--- src/rtl/uart_tx_framer_if.sv ---
// Upstream pull interface for the UART TX framer: request/available handshake plus per-word frame format.
// Master is the upstream FIFO side, slave is the framer.
interface uart_tx_framer_if #(
    parameter int DATA_BITS = 8
);
    logic                 data_available;
    logic [DATA_BITS-1:0] data;
    logic [1:0]           parity_mode;
    logic                 two_stop;
    logic                 req;

    modport master (
        output data_available,
        output data,
        output parity_mode,
        output two_stop,
        input  req
    );

    modport slave (
        input  data_available,
        input  data,
        input  parity_mode,
        input  two_stop,
        output req
    );
endinterface

--- src/rtl/uart_tx_framer.sv ---
// UART TX framer: start, DATA_BITS LSB-first, optional parity, 1/2 stop bits; bits advance on ser_clk_posedge.
// Latency: req one clk after data_available, start bit on the first tick after capture; upstream is pulled only when idle.
module uart_tx_framer #(
    parameter int DATA_BITS  = 8,
    parameter bit IDLE_LEVEL = 1'b1
) (
    input  logic            clk,
    input  logic            rst_n,
    input  logic            ser_clk_posedge,
    uart_tx_framer_if.slave up,
    output logic            tx,
    output logic            busy,
    output logic            frame_done
);
    localparam int CW = $clog2(DATA_BITS);

    localparam logic [2:0] S_IDLE    = 3'd0;
    localparam logic [2:0] S_REQ     = 3'd1;
    localparam logic [2:0] S_CAPTURE = 3'd2;
    localparam logic [2:0] S_WAIT    = 3'd3;
    localparam logic [2:0] S_START   = 3'd4;
    localparam logic [2:0] S_DATA    = 3'd5;
    localparam logic [2:0] S_PARITY  = 3'd6;
    localparam logic [2:0] S_STOP    = 3'd7;

    logic [2:0]           state_q,    state_d;
    logic [DATA_BITS-1:0] shift_q,    shift_d;
    logic [CW-1:0]        bit_cnt_q,  bit_cnt_d;
    logic                 par_en_q,   par_en_d;
    logic                 par_bit_q,  par_bit_d;
    logic                 two_stop_q, two_stop_d;
    logic                 stop_cnt_q, stop_cnt_d;
    logic                 tx_q,       tx_d;
    logic                 done_q,     done_d;

    always_comb begin
        state_d    = state_q;
        shift_d    = shift_q;
        bit_cnt_d  = bit_cnt_q;
        par_en_d   = par_en_q;
        par_bit_d  = par_bit_q;
        two_stop_d = two_stop_q;
        stop_cnt_d = stop_cnt_q;
        tx_d       = tx_q;
        done_d     = 1'b0;

        case (state_q)
            S_IDLE: begin
                if (up.data_available) state_d = S_REQ;
            end
            S_REQ: begin
                state_d = S_CAPTURE;
            end
            S_CAPTURE: begin
                // Format is frozen here with the word; later changes apply to the next frame only.
                shift_d    = up.data;
                par_en_d   = |up.parity_mode;
                two_stop_d = up.two_stop;
                case (up.parity_mode)
                    2'b01:   par_bit_d = ~^up.data;
                    2'b10:   par_bit_d = ^up.data;
                    2'b11:   par_bit_d = 1'b1;
                    default: par_bit_d = 1'b0;
                endcase
                state_d = S_WAIT;
            end
            S_WAIT: begin
                if (ser_clk_posedge) begin
                    tx_d    = 1'b0;
                    state_d = S_START;
                end
            end
            S_START: begin
                if (ser_clk_posedge) begin
                    tx_d      = shift_q[0];
                    shift_d   = shift_q >> 1;
                    bit_cnt_d = CW'(DATA_BITS - 1);
                    state_d   = S_DATA;
                end
            end
            S_DATA: begin
                if (ser_clk_posedge) begin
                    if (bit_cnt_q == '0) begin
                        if (par_en_q) begin
                            tx_d    = par_bit_q;
                            state_d = S_PARITY;
                        end else begin
                            tx_d       = 1'b1;
                            stop_cnt_d = two_stop_q;
                            state_d    = S_STOP;
                        end
                    end else begin
                        tx_d      = shift_q[0];
                        shift_d   = shift_q >> 1;
                        bit_cnt_d = bit_cnt_q - 1'b1;
                    end
                end
            end
            S_PARITY: begin
                if (ser_clk_posedge) begin
                    tx_d       = 1'b1;
                    stop_cnt_d = two_stop_q;
                    state_d    = S_STOP;
                end
            end
            S_STOP: begin
                // stop_cnt_q set means one more stop period remains after this tick.
                if (ser_clk_posedge) begin
                    if (stop_cnt_q) begin
                        stop_cnt_d = 1'b0;
                    end else begin
                        done_d  = 1'b1;
                        state_d = S_IDLE;
                    end
                end
            end
            default: begin
                state_d = S_IDLE;
            end
        endcase
    end

    always_ff @(posedge clk) begin
        if (!rst_n) begin
            state_q    <= S_IDLE;
            shift_q    <= '0;
            bit_cnt_q  <= '0;
            par_en_q   <= 1'b0;
            par_bit_q  <= 1'b0;
            two_stop_q <= 1'b0;
            stop_cnt_q <= 1'b0;
            tx_q       <= 1'b1;
            done_q     <= 1'b0;
        end else begin
            state_q    <= state_d;
            shift_q    <= shift_d;
            bit_cnt_q  <= bit_cnt_d;
            par_en_q   <= par_en_d;
            par_bit_q  <= par_bit_d;
            two_stop_q <= two_stop_d;
            stop_cnt_q <= stop_cnt_d;
            tx_q       <= tx_d;
            done_q     <= done_d;
        end
    end

    // tx_q holds the logical level; an inverted line flips it at the pin.
    assign tx         = tx_q ^ ~IDLE_LEVEL;
    assign up.req     = (state_q == S_REQ);
    assign busy       = (state_q != S_IDLE);
    assign frame_done = done_q;

endmodule
--- src/flat_wrapper.sv ---
// flat-port wrapper written by rule: the top's interface ports become plain ports
module uart_tx_framer_flat 
#(
    parameter int DATA_BITS  = 8,
    parameter bit IDLE_LEVEL = 1'b1
)
  (clk, rst_n, ser_clk_posedge, tx, busy, frame_done, up_data_available, up_data, up_parity_mode, up_two_stop, up_req);
  uart_tx_framer_if #(.DATA_BITS(DATA_BITS)) up_i ();
  input  logic clk;
  input  logic rst_n;
  input  logic ser_clk_posedge;
  output logic tx;
  output logic busy;
  output logic frame_done;
  input wire logic [$bits(up_i.data_available)-1:0] up_data_available;
  input wire logic [$bits(up_i.data)-1:0] up_data;
  input wire logic [$bits(up_i.parity_mode)-1:0] up_parity_mode;
  input wire logic [$bits(up_i.two_stop)-1:0] up_two_stop;
  output wire logic [$bits(up_i.req)-1:0] up_req;
  assign up_i.data_available = up_data_available;
  assign up_i.data = up_data;
  assign up_i.parity_mode = up_parity_mode;
  assign up_i.two_stop = up_two_stop;
  assign up_req = up_i.req;
  uart_tx_framer #(.DATA_BITS(DATA_BITS), .IDLE_LEVEL(IDLE_LEVEL)) u_core (.clk(clk), .rst_n(rst_n), .ser_clk_posedge(ser_clk_posedge), .up(up_i), .tx(tx), .busy(busy), .frame_done(frame_done));
endmodule
--- config.mk ---
export PLATFORM = sky130hd
export DESIGN_NAME = uart_tx_framer_flat
export DESIGN_NICKNAME = d
export VERILOG_FILES = /design/src/rtl/uart_tx_framer_if.sv /design/src/rtl/uart_tx_framer.sv /design/src/flat_wrapper.sv
export SDC_FILE = /design/constraint.sdc
export NUM_CORES = 1
export LEC_CHECK = 0
export BUFFER_PORTS_ARGS = -buffer_cell sky130_fd_sc_hd__buf_2
export CAP_MARGIN = 15
export CORE_MARGIN = 5
export CORE_UTILIZATION = 57
export CTS_BUF_LIST = sky130_fd_sc_hd__clkbuf_2
export CTS_CLUSTER_DIAMETER = 120
export DETAILED_ROUTE_END_ITERATION = 6
export PLACE_DENSITY = 0.81
export SLEW_MARGIN = 5
export SYNTH_ARGS = -nofsm -noshare
export SYNTH_HDL_FRONTEND = slang
export SYNTH_SLANG_ARGS = --single-unit
--- constraint.sdc ---
create_clock -name clk -period 2.2 [get_ports clk]
set_input_delay 0.33 -clock clk [delete_from_list [all_inputs] [get_ports clk]]
set_output_delay 0.33 -clock clk [all_outputs]
set_load 0.01 [all_outputs]
==> metrics.yaml, run 1 <==
outcome: "complete, no violations"
synth-seq-cells: 20
period_minus_slack_ns: 1.963
yosys_warnings: 0
crit_arrival_ns: 2.18
grt.met3_usage: 0.03047
worstPathRequired_ns: 2.42
antenna_cells: 0
grt_pass1_vias: 922
min_path_type: "in2reg"
fmax_mhz: 509.5
drc_errors: 0
wl_per_cell_um: 12.44
dp_cells: 165
rsz0062_at_grt: "no"
layout-drive-gt1-share: 0.1972
cts_tree: "done"
die_w_um: 54.15
clockBufferDepth: 2
start_util: 0.5842
synthCells: 125
synth_area_leader_cell: "dfxtp_1"
cts_htree_levels: 1
synth_edf_count: 0
drt_iter0_drc: 7
cts_buffers: 3
cts_root_buf: "clkbuf_2"
startpoint_type: "register"
syn_to_final_growth_pct: 10.70
slew_headroom: 0.6999
tns_ns: 0
wl_mm: 2.103
ys_top_cells_by_area: "dfxtp_1 36%, o211a_1 9.0%, mux2i_1 7.2%, nand2_1 5.7%, xnor2_1 5.5%"
gp_congestion: 0.8393
track_usage: 0.1630
cp_max_fo: 15
finalHoldViolCount: 0
portBuffers: 18
setup_viol: 0
avgSynthCellArea_um2: 8.889
grt-ovfl-total: 0
worst-setup-path-type: "reg2reg"
crit_path_end_kind: "register"
cts_setup_buffers: 0
yosysSeqAreaShare: 0.3604
core_um2: 1902
slew_viol_final: 0
min_from: "up_two_stop"
viasPerCell: 5.462
cts_resized: 0
dp_hpwl_mm: 1.612
clock_latency_ns: 0.31
grt_pass1_wl_mm: 3.574
ys_types: 35
synth_flop_cell: "dfxtp_1"
synth_top_area_frac: 0.3604
clkSinkCount: 20
antenna_left: 0
pwr_density_cell_nw_per_um2: 811.4
maxCapViolations: 0
grt_antenna_before_repair: 0
grt_max_degree: 21
via_count: 923
met1_usage: 0.1876
worst_slew_pin_slew_ns: 0.4502
num_io_pins: 19
power.leakage_uw: 0.0006365
die_area_um2: 2932
firstDrtPassIters: 2
syn_area_um2: 1111
rr_startpoint: "u_core.bit_cnt_q[0]$_SDFFE_PN0P_"
crit_start: "u_core.bit_cnt_q[0]$_SDFFE_PN0P_"
path_clk_slew_ns: 0.19
ctsHoldBuffers: 0
syn_nets: 142
synthArstFlopShare: 0
finalCritPeriodShare: 0.8921
finalClockSkew_ns: 0.006299
grt_most_used_layer: "met2"
max-vdd-ir-drop_mv: 0.4017
std_cell_rows: 16
utilization: 0.6467
die_h_um: 54.15
grtUsageMet2: 0.2888
final_cells: 169
nets: 160
-- critical path, stage by stage, from the launching register on --
cell      delay, ns
dfxtp_1        0.40
inv_1          0.07
ha_1           0.22
and3b_1        0.22
nor3_2         0.23
or2_1          0.42
o211ai_1       0.16
o211a_1        0.16
-- layout by cell type, fill, tap and decap left out --
master / instances
clkinv_1: 1
o211ai_1: 3
mux2i_1: 8
nor3b_1: 1
o21ai_0: 3
o21ai_1: 3
clkbuf_2: 3
nor3_1: 1
buf_4: 3
and3_4: 1
buf_2: 18
and3b_1: 1
o22a_1: 1
and3_1: 1
a21oi_1: 6
nand2_1: 17
dfxtp_1: 20
o211a_1: 10
ha_1: 2
or3_4: 1
xor2_1: 2
nand2b_1: 4
o21bai_1: 1
nor3b_2: 1
nor2_1: 4
or2_1: 1
nor3_2: 1
o311a_1: 2
xnor2_1: 7
nor2b_1: 1
and2_1: 3
a22o_1: 1
a21boi_0: 1
inv_1: 6
nand3_1: 3
-- cell usage after synthesis (2+ instances only) --
cell and instances:
inv_1 6, buf_2 4, o21ai_0 3, nand3_1 3, o211a_1 10, and2_1 3
o21ai_1 3, nand2_1 17, o211ai_1 3, mux2i_1 8, xnor2_1 7, xor2_1 2
dfxtp_1 20, clkbuf_1 2, nor2_1 4, o311a_1 2, a21oi_1 6, nand2b_1 4
ha_1 2
-- registers in the layout, summed over array words and instances, names as in the netlist --
name,flops
u_core.par_bit_q,1
u_core.frame_done,1
u_core.par_en_q,1
u_core.stop_cnt_q,1
u_core.bit_cnt_q,3
u_core.tx,1
u_core.state_q,3
u_core.two_stop_q,1
u_core.shift_q,8
-- cell type report --
cell class                      count  area (um^2)
Fill cell                         154        671.9
Multi-Input combinational cell     91        641.9
Sequential cell                    20        400.4
Timing Repair Buffer               21        112.6
Tap cell                           27        33.78
Inverter                            6        22.52
Clock buffer                        3        15.01
Clock inverter                      1        3.754
-- report_power, final --
part / switching [uW] / internal [uW]
Clock: 112 / 39.6
Sequential: 60.1 / 429
Combinational: 177 / 181
Total: 349 / 649
-- cells by family (layout without fill, tap and decap cells) --
| logic type | after synthesis | count (layout) | share of synthesized area |
|---|---|---|---|
| flip-flops | 20 | 20 | 0.3604 |
| XOR/XNOR | 9 | 9 | 0.07095 |
| multiplexers | 8 | 8 | 0.07207 |
| buffers and inverters | 14 | 31 | 0.06194 |
| adder cells (fa/ha/maj) | 2 | 2 | 0.02252 |
| AND/OR/NAND/NOR | 41 | 41 | 0.2004 |
| AO/OA/AOI/OAI | 31 | 31 | 0.2117 |
-- path summary, 6_finish.rpt --
kind	end	slack, ns	cells past startpoint
min	u_core.two_stop_q$_SDFFE_PN0P_	0.27	3
min reg2reg	u_core.stop_cnt_q$_SDFFE_PN0P_	0.49	2
max	u_core.shift_q[6]$_SDFFE_PN0P_	0.24	7
max reg2reg	u_core.shift_q[6]$_SDFFE_PN0P_	0.24	7
-- through the flow --
| step | hold WS, ns | total power [uW] | instance area, um^2 | setup slack, ns |
|---|---|---|---|---|
| 2_1_floorplan | 0.4539 | 775.8 | 1111 | 0.5999 |
| 3_3_place_gp | 0.4596 | 838.0 | 1211 | 0.3856 |
| 3_5_place_dp | 0.4730 | 854.7 | 1211 | 0.2784 |
| 4_1_cts | 0.2638 | 1003 | 1230 | 0.2459 |
| 5_1_grt | 0.2614 | 1074 | 1230 | 0.1430 |
| 6_report | 0.2706 | 997.9 | 1230 | 0.2373 |
-- per-layer routing --
metal / share of wire / wire [um]
met2: 0.50 / 1062
met5: 0 / 0
met3: 0.041 / 86
met1: 0.45 / 940
met4: 0.0067 / 14
(Power assumes the default switching activity.)
==> run 2, diff against run 1 <==
Settings changed: RECOVER_POWER set to 50.
==> metrics.yaml, run 2 (synthesized netlist as in run 1, its figures left out) <==
startpoint_type: "register"
r2r_slack_ns: 0.24  # about the same
track_usage: 0.1630  # unchanged
maxCapViolations: 0  # unchanged
largest_reg_flops: 8  # unchanged
clock_latency_ns: 0.30  # about the same
final_common_cell: "dfxtp_1"
path_clk_slew_ns: 0.19  # about the same
cts_root_buf: "clkbuf_2"
rr_worst_depth: 7  # unchanged
via_count: 923  # unchanged
grt_pass1_vias: 922  # unchanged
slowest_stage: "or2_1"
grt_pass1_wl_mm: 3.574  # unchanged
largestRegisters: "u_core.shift_q (8), u_core.bit_cnt_q (3), u_core.state_q (3)"
gp_congestion: 0.8393  # unchanged
cp_top_family: "simple AND/OR/NAND/NOR gates"
clockBufferDepth: 2  # unchanged
slew_viol_final: 0  # unchanged
drc_errors: 0  # unchanged
rr_startpoint: "u_core.bit_cnt_q[0]$_SDFFE_PN0P_"
pwr_density_cell_nw_per_um2: 808.4  # -0.37%
die_w_um: 54.15  # unchanged
syn_to_final_growth_pct: 9.234
portBuffers: 18  # unchanged
min_path_type: "in2reg"
cp_max_fo: 15  # unchanged
max-vdd-ir-drop_mv: 0.3967  # -1.3%
die_h_um: 54.15  # unchanged
nets: 160  # unchanged
cts_tree: "done"
slew_headroom: 0.6998  # about the same
dp_hpwl_mm: 1.612  # unchanged
ctsHoldBuffers: 0  # unchanged
drt_iter0_drc: 11  # +4
crit_end: "u_core.shift_q[6]$_SDFFE_PN0P_"
crit_cells: 7  # unchanged
finalCritPeriodShare: 0.8919  # about the same
crit_path_cell_trace: "inv_1 > ha_1 > and3b_1 > nor3_2 > or2_1 > o211ai_1 > o211a_1"
multiInputGateArea_um2: 633.1  # -1.4%
antenna_left: 0  # unchanged
worstPathRequired_ns: 2.42  # about the same
power.leakage_uw: 0.0006191  # -2.7%
crit_arrival_ns: 2.18  # about the same
crit_path_end_kind: "register"
setup_viol: 0  # unchanged
worst-setup-path-type: "reg2reg"
worst_slew_pin_slew_ns: 0.4503  # +0.0001180 ns
total_power_uw: 981.1  # -1.7%
start_util: 0.5842  # unchanged
nFillCells: 160  # +3.9%
cts_resized: 0  # unchanged
std_cell_rows: 16  # unchanged
cts_setup_buffers: 0  # unchanged
clkSinkCount: 20  # unchanged
die_area_um2: 2932  # unchanged
wl_mm: 2.102  # about the same
tns_ns: 0  # unchanged
num_io_pins: 19  # unchanged
grt_max_degree: 21  # unchanged
most-common-layout-cells: "20 x dfxtp_1, 17 x nand2_1, 15 x buf_2"
grt-ovfl-total: 0  # unchanged
r2r_end: "u_core.shift_q[6]$_SDFFE_PN0P_"
critPathBufInv: 1  # unchanged
antenna_cells: 0  # unchanged
layout-drive-gt1-share: 0.1620  # -0.03521
viasPerCell: 5.462  # unchanged
largest-register: "u_core.shift_q"
rsz0062_at_grt: "no"
wl_per_cell_um: 12.44  # about the same
cts_htree_levels: 1  # unchanged
core_um2: 1902  # unchanged
cts_buffers: 3  # unchanged
firstDrtPassIters: 2  # unchanged
cpPeakStageDelay_ns: 0.42  # about the same
grt_antenna_before_repair: 0  # unchanged
crit_start: "u_core.bit_cnt_q[0]$_SDFFE_PN0P_"
outcome: "complete, no violations"
finalHoldViolCount: 0  # unchanged
seqCellArea_um2: 400.4  # unchanged
period_minus_slack_ns: 1.962  # -0.0004680 ns
finalClockSkew_ns: 0.005200  # -0.001099 ns
fmax_mhz: 509.6  # about the same
[run 2: how the worst min path moves through the flow]
stage / start / end / slack [ns] / cells past startpoint
after global placement: u_core.tx$_SDFFE_PN1P_ / u_core.tx$_SDFFE_PN1P_ / 0.46 / 2
after CTS: up_two_stop / u_core.two_stop_q$_SDFFE_PN0P_ / 0.26 / 3
after floorplan: u_core.two_stop_q$_SDFFE_PN0P_ / u_core.stop_cnt_q$_SDFFE_PN0P_ / 0.45 / 2
final: up_two_stop / u_core.two_stop_q$_SDFFE_PN0P_ / 0.27 / 3
after global routing: up_parity_mode[0] / u_core.par_en_q$_SDFFE_PN0P_ / 0.26 / 2
after detailed placement: u_core.two_stop_q$_SDFFE_PN0P_ / u_core.stop_cnt_q$_SDFFE_PN0P_ / 0.47 / 2
[run 2: worst reg2reg max path: stages, from the launching register on]
cell	delay [ns]
dfxtp_1	0.40
inv_1	0.07
ha_1	0.22
and3b_1	0.22
nor3_2	0.22
or2_1	0.42
o211ai_1	0.16
o211a_1	0.16
[run 2: per-layer routing]
metal  vias to the layer above  GRT usage  part of all wire
met5                         -          0                 0
met4                         0    0.07054            0.0067
met3                         2    0.03047             0.042
met2                        15     0.2888              0.51
met1                       434     0.1876              0.44
li1                        472          -                 -
[run 2: report_power, final]
part	switching (uW)	internal, uW
registers	58.8	429
clock network	110	39.6
logic	177	167
[run 2: through the flow]
stage / cell area (um^2) / hold WS [ns] / utilization / setup WS [ns] / std cells
3_5_place_dp: 1211 / 0.4730 / 0.6368 / 0.2784 / 165
3_3_place_gp: 1211 / 0.4596 / 0.6368 / 0.3856 / 165
6_report: 1214 / 0.2719 / 0.6382 / 0.2378 / 169
5_1_grt: 1214 / 0.2614 / 0.6382 / 0.1430 / 169
4_1_cts: 1230 / 0.2638 / 0.6467 / 0.2459 / 169
2_1_floorplan: 1111 / 0.4539 / - / 0.5999 / 125
[run 2: area by class of cell]
type | count | share of cell area
clock buffers | 3 | 0.01237
repair buffers | 21 | 0.08660
flip-flops and latches | 20 | 0.3299
well taps | 27 | 0.02784
multi-input cells | 91 | 0.5217
clock inverters | 1 | 0.003093
inverters | 6 | 0.01856
==> run 3, diff against run 2 <==
--- a/config.mk
+++ b/config.mk
@@ -6,8 +6,9 @@
 export NUM_CORES = 1
 export LEC_CHECK = 0
-export BUFFER_PORTS_ARGS = -buffer_cell sky130_fd_sc_hd__buf_2
+export ABC_AREA = 1
+export BUFFER_PORTS_ARGS = -buffer_cell sky130_fd_sc_hd__buf_4
 export CAP_MARGIN = 15
 export CORE_MARGIN = 5
-export CORE_UTILIZATION = 57
+export CORE_UTILIZATION = 58
 export CTS_BUF_LIST = sky130_fd_sc_hd__clkbuf_2
 export CTS_CLUSTER_DIAMETER = 120
==> constraint.sdc (replaced) <==
create_clock -name clk -period 2.2 [get_ports clk]
set_input_delay 0.33 -clock clk [delete_from_list [all_inputs] [get_ports clk]]
set_output_delay 0.33 -clock clk [all_outputs]
set_load 0.05 [all_outputs]
==> metrics.yaml, run 3 <==
outcome: "complete, no violations"
maxCapViolations: 0  # unchanged
worst-setup-path-type: "reg2reg"
die_w_um: 55.70  # +2.9%
cts_resized: 0  # unchanged
synth_area_leader_cell: "dfxtp_1"
avgSynthCellArea_um2: 6.547  # -26%
crit_path_end_kind: "register"
cts_htree_levels: 1  # unchanged
die_area_um2: 3102  # +5.8%
antenna_left: 0  # unchanged
num_io_pins: 19  # unchanged
syn_nets: 202  # +42%
cts_setup_buffers: 0  # unchanged
worst_slew_pin_slew_ns: 0.6021  # +0.1518 ns
ys_top_cells_by_area: "dfxtp_1 33%, nand2_1 20%, o21ai_0 7.0%, inv_1 5.9%, a31oi_1 5.7%"
synth-seq-cells: 20  # unchanged
grt_antenna_before_repair: 0  # unchanged
grt_pass1_wl_mm: 4.485  # +25%
gp_congestion: 0.8289  # -1.2%
std_cell_rows: 16  # unchanged
synthArstFlopShare: 0  # unchanged
largest_reg_flops: 8  # unchanged
viasPerCell: 5.236  # -4.1%
synth_top_area_frac: 0.3306  # -0.02978
setup_viol: 0  # unchanged
largest-register: "u_core.shift_q"
finalHoldViolCount: 0  # unchanged
clkSinkCount: 20  # unchanged
slew_headroom: 0.6003  # -0.09945
crit_arrival_ns: 2.07  # -0.11 ns
cp_max_fo: 15  # unchanged
grt-ovfl-total: 0  # unchanged
min_path_type: "in2reg"
layout-drive-gt1-share: 0.1634  # +0.001395
grt_pass1_vias: 1097  # +19%
yosys_warnings: 0  # unchanged
track_usage: 0.1762  # +0.01324
hold_ws_ns: 0.2406  # -0.03127 ns
rsz0062_at_grt: "no"
cts_tree: "done"
synthCells: 185  # +48%
cts_buffers: 3  # unchanged
path_clk_slew_ns: 0.20  # about the same
power.leakage_uw: 0.0006575  # +6.2%
drt_iter0_drc: 17  # +6
start_util: 0.6111  # +0.02690
nets: 220  # +38%
final_common_cell: "nand2_1"
most-common-layout-cells: "67 x nand2_1, 20 x dfxtp_1, 19 x inv_1"
wl_per_cell_um: 11.66  # -6.3%
fmax_mhz: 551.4  # +8.2%
synth_common_cells: "66 x nand2_1, 20 x dfxtp_1, 19 x inv_1"
syn_area_um2: 1211  # +9.0%
cts_root_buf: "clkbuf_2"
grt_max_degree: 16  # -24%
clock_latency_ns: 0.33  # +0.03 ns
wl_mm: 2.669  # +27%
synth.most_common_cell: "nand2_1"
syn_to_final_growth_pct: 11.57
finalCritPeriodShare: 0.8244  # -0.06752
portBuffers: 18  # unchanged
ys_types: 29  # -17%
finalClockSkew_ns: 0.01775  # +0.01255 ns
pwr_density_cell_nw_per_um2: 1214  # +50%
dp_hpwl_mm: 2.101  # +30%
synth_edf_count: 0  # unchanged
worstPathRequired_ns: 2.46  # +0.04 ns
slew_viol_final: 0  # unchanged
die_h_um: 55.70  # +2.9%
tns_ns: 0  # unchanged
yosysSeqAreaShare: 0.3306  # -0.02978
ctsHoldBuffers: 0  # unchanged
synth_flop_cell: "dfxtp_1"
core_um2: 1982  # +4.2%
antenna_cells: 0  # unchanged
via_count: 1199  # +30%
max-vdd-ir-drop_mv: 0.7758  # +96%
period_minus_slack_ns: 1.814  # -0.1485 ns
startpoint_type: "register"
firstDrtPassIters: 4  # +2
drc_errors: 0  # unchanged
largestRegisters: "u_core.shift_q (8), u_core.bit_cnt_q (3), u_core.state_q (3)"
clockBufferDepth: 2  # unchanged
[run 3: kinds of logic after synthesis]
family          synth area share
simple gates              0.3399
compound gates            0.1942
buf+inv                   0.1074
flops                     0.3306
fa+ha+maj                0.02066
xor+xnor                0.007233
[run 3: worst paths after layout]
| kind | to | cells past startpoint | start | slack (ns) |
|---|---|---|---|---|
| max | u_core.shift_q[2]$_SDFFE_PN0P_ | 8 | u_core.state_q[1]$_SDFFE_PN0P_ | 0.39 |
| min | u_core.par_en_q$_SDFFE_PN0P_ | 3 | up_parity_mode[1] | 0.24 |
| max reg2reg | u_core.shift_q[2]$_SDFFE_PN0P_ | 8 | u_core.state_q[1]$_SDFFE_PN0P_ | 0.39 |
| min reg2reg | u_core.two_stop_q$_SDFFE_PN0P_ | 2 | u_core.two_stop_q$_SDFFE_PN0P_ | 0.48 |
[run 3: per-layer routing]
| metal | part of all wire | track usage |
|---|---|---|
| met1 | 0.44 | 0.2081 |
| met2 | 0.52 | 0.3125 |
| met3 | 0.030 | 0.01392 |
| met4 | 0.016 | 0.09375 |
| met5 | 0 | 0 |
[run 3: layout make-up]
class / count / area, um^2
Inverter: 24 / 92.59
Tap cell: 27 / 33.78
Multi-Input combinational cell: 136 / 678.2
Fill cell: 183 / 630.6
Clock buffer: 3 / 15.01
Clock inverter: 1 / 3.754
Sequential cell: 20 / 400.4
Timing Repair Buffer: 18 / 127.6
[run 3: worst max-delay path, cell delays in order, from the launching register on]
cell	delay, ns
dfxtp_1	0.61
inv_2	0.04
nand2_1	0.37
nor2_2	0.09
inv_1	0.10
nand3_2	0.09
inv_2	0.18
o21ai_0	0.10
a31oi_1	0.14
[run 3: power by group]
| part | total [uW] | internal, uW | switching (uW) |
|---|---|---|---|
| Sequential | 627 | 496 | 131 |
| Combinational | 857 | 279 | 577 |
| Clock | 156 | 39.5 | 117 |
[run 3: per-stage QoR]
| step | util | setup slack, ns | power (uW) | instances | cell area (um^2) |
|---|---|---|---|---|---|
| after global placement | 0.6774 | 0.6688 | 1462 | 225 | 1343 |
| final | 0.6818 | 0.3864 | 1640 | 229 | 1351 |
| after global routing | 0.6818 | 0.1875 | 1773 | 229 | 1351 |
| after CTS | 0.6869 | 0.4657 | 1645 | 229 | 1361 |
| after detailed placement | 0.6774 | 0.5859 | 1495 | 225 | 1343 |
| after floorplan | - | 0.3278 | 1346 | 185 | 1211 |
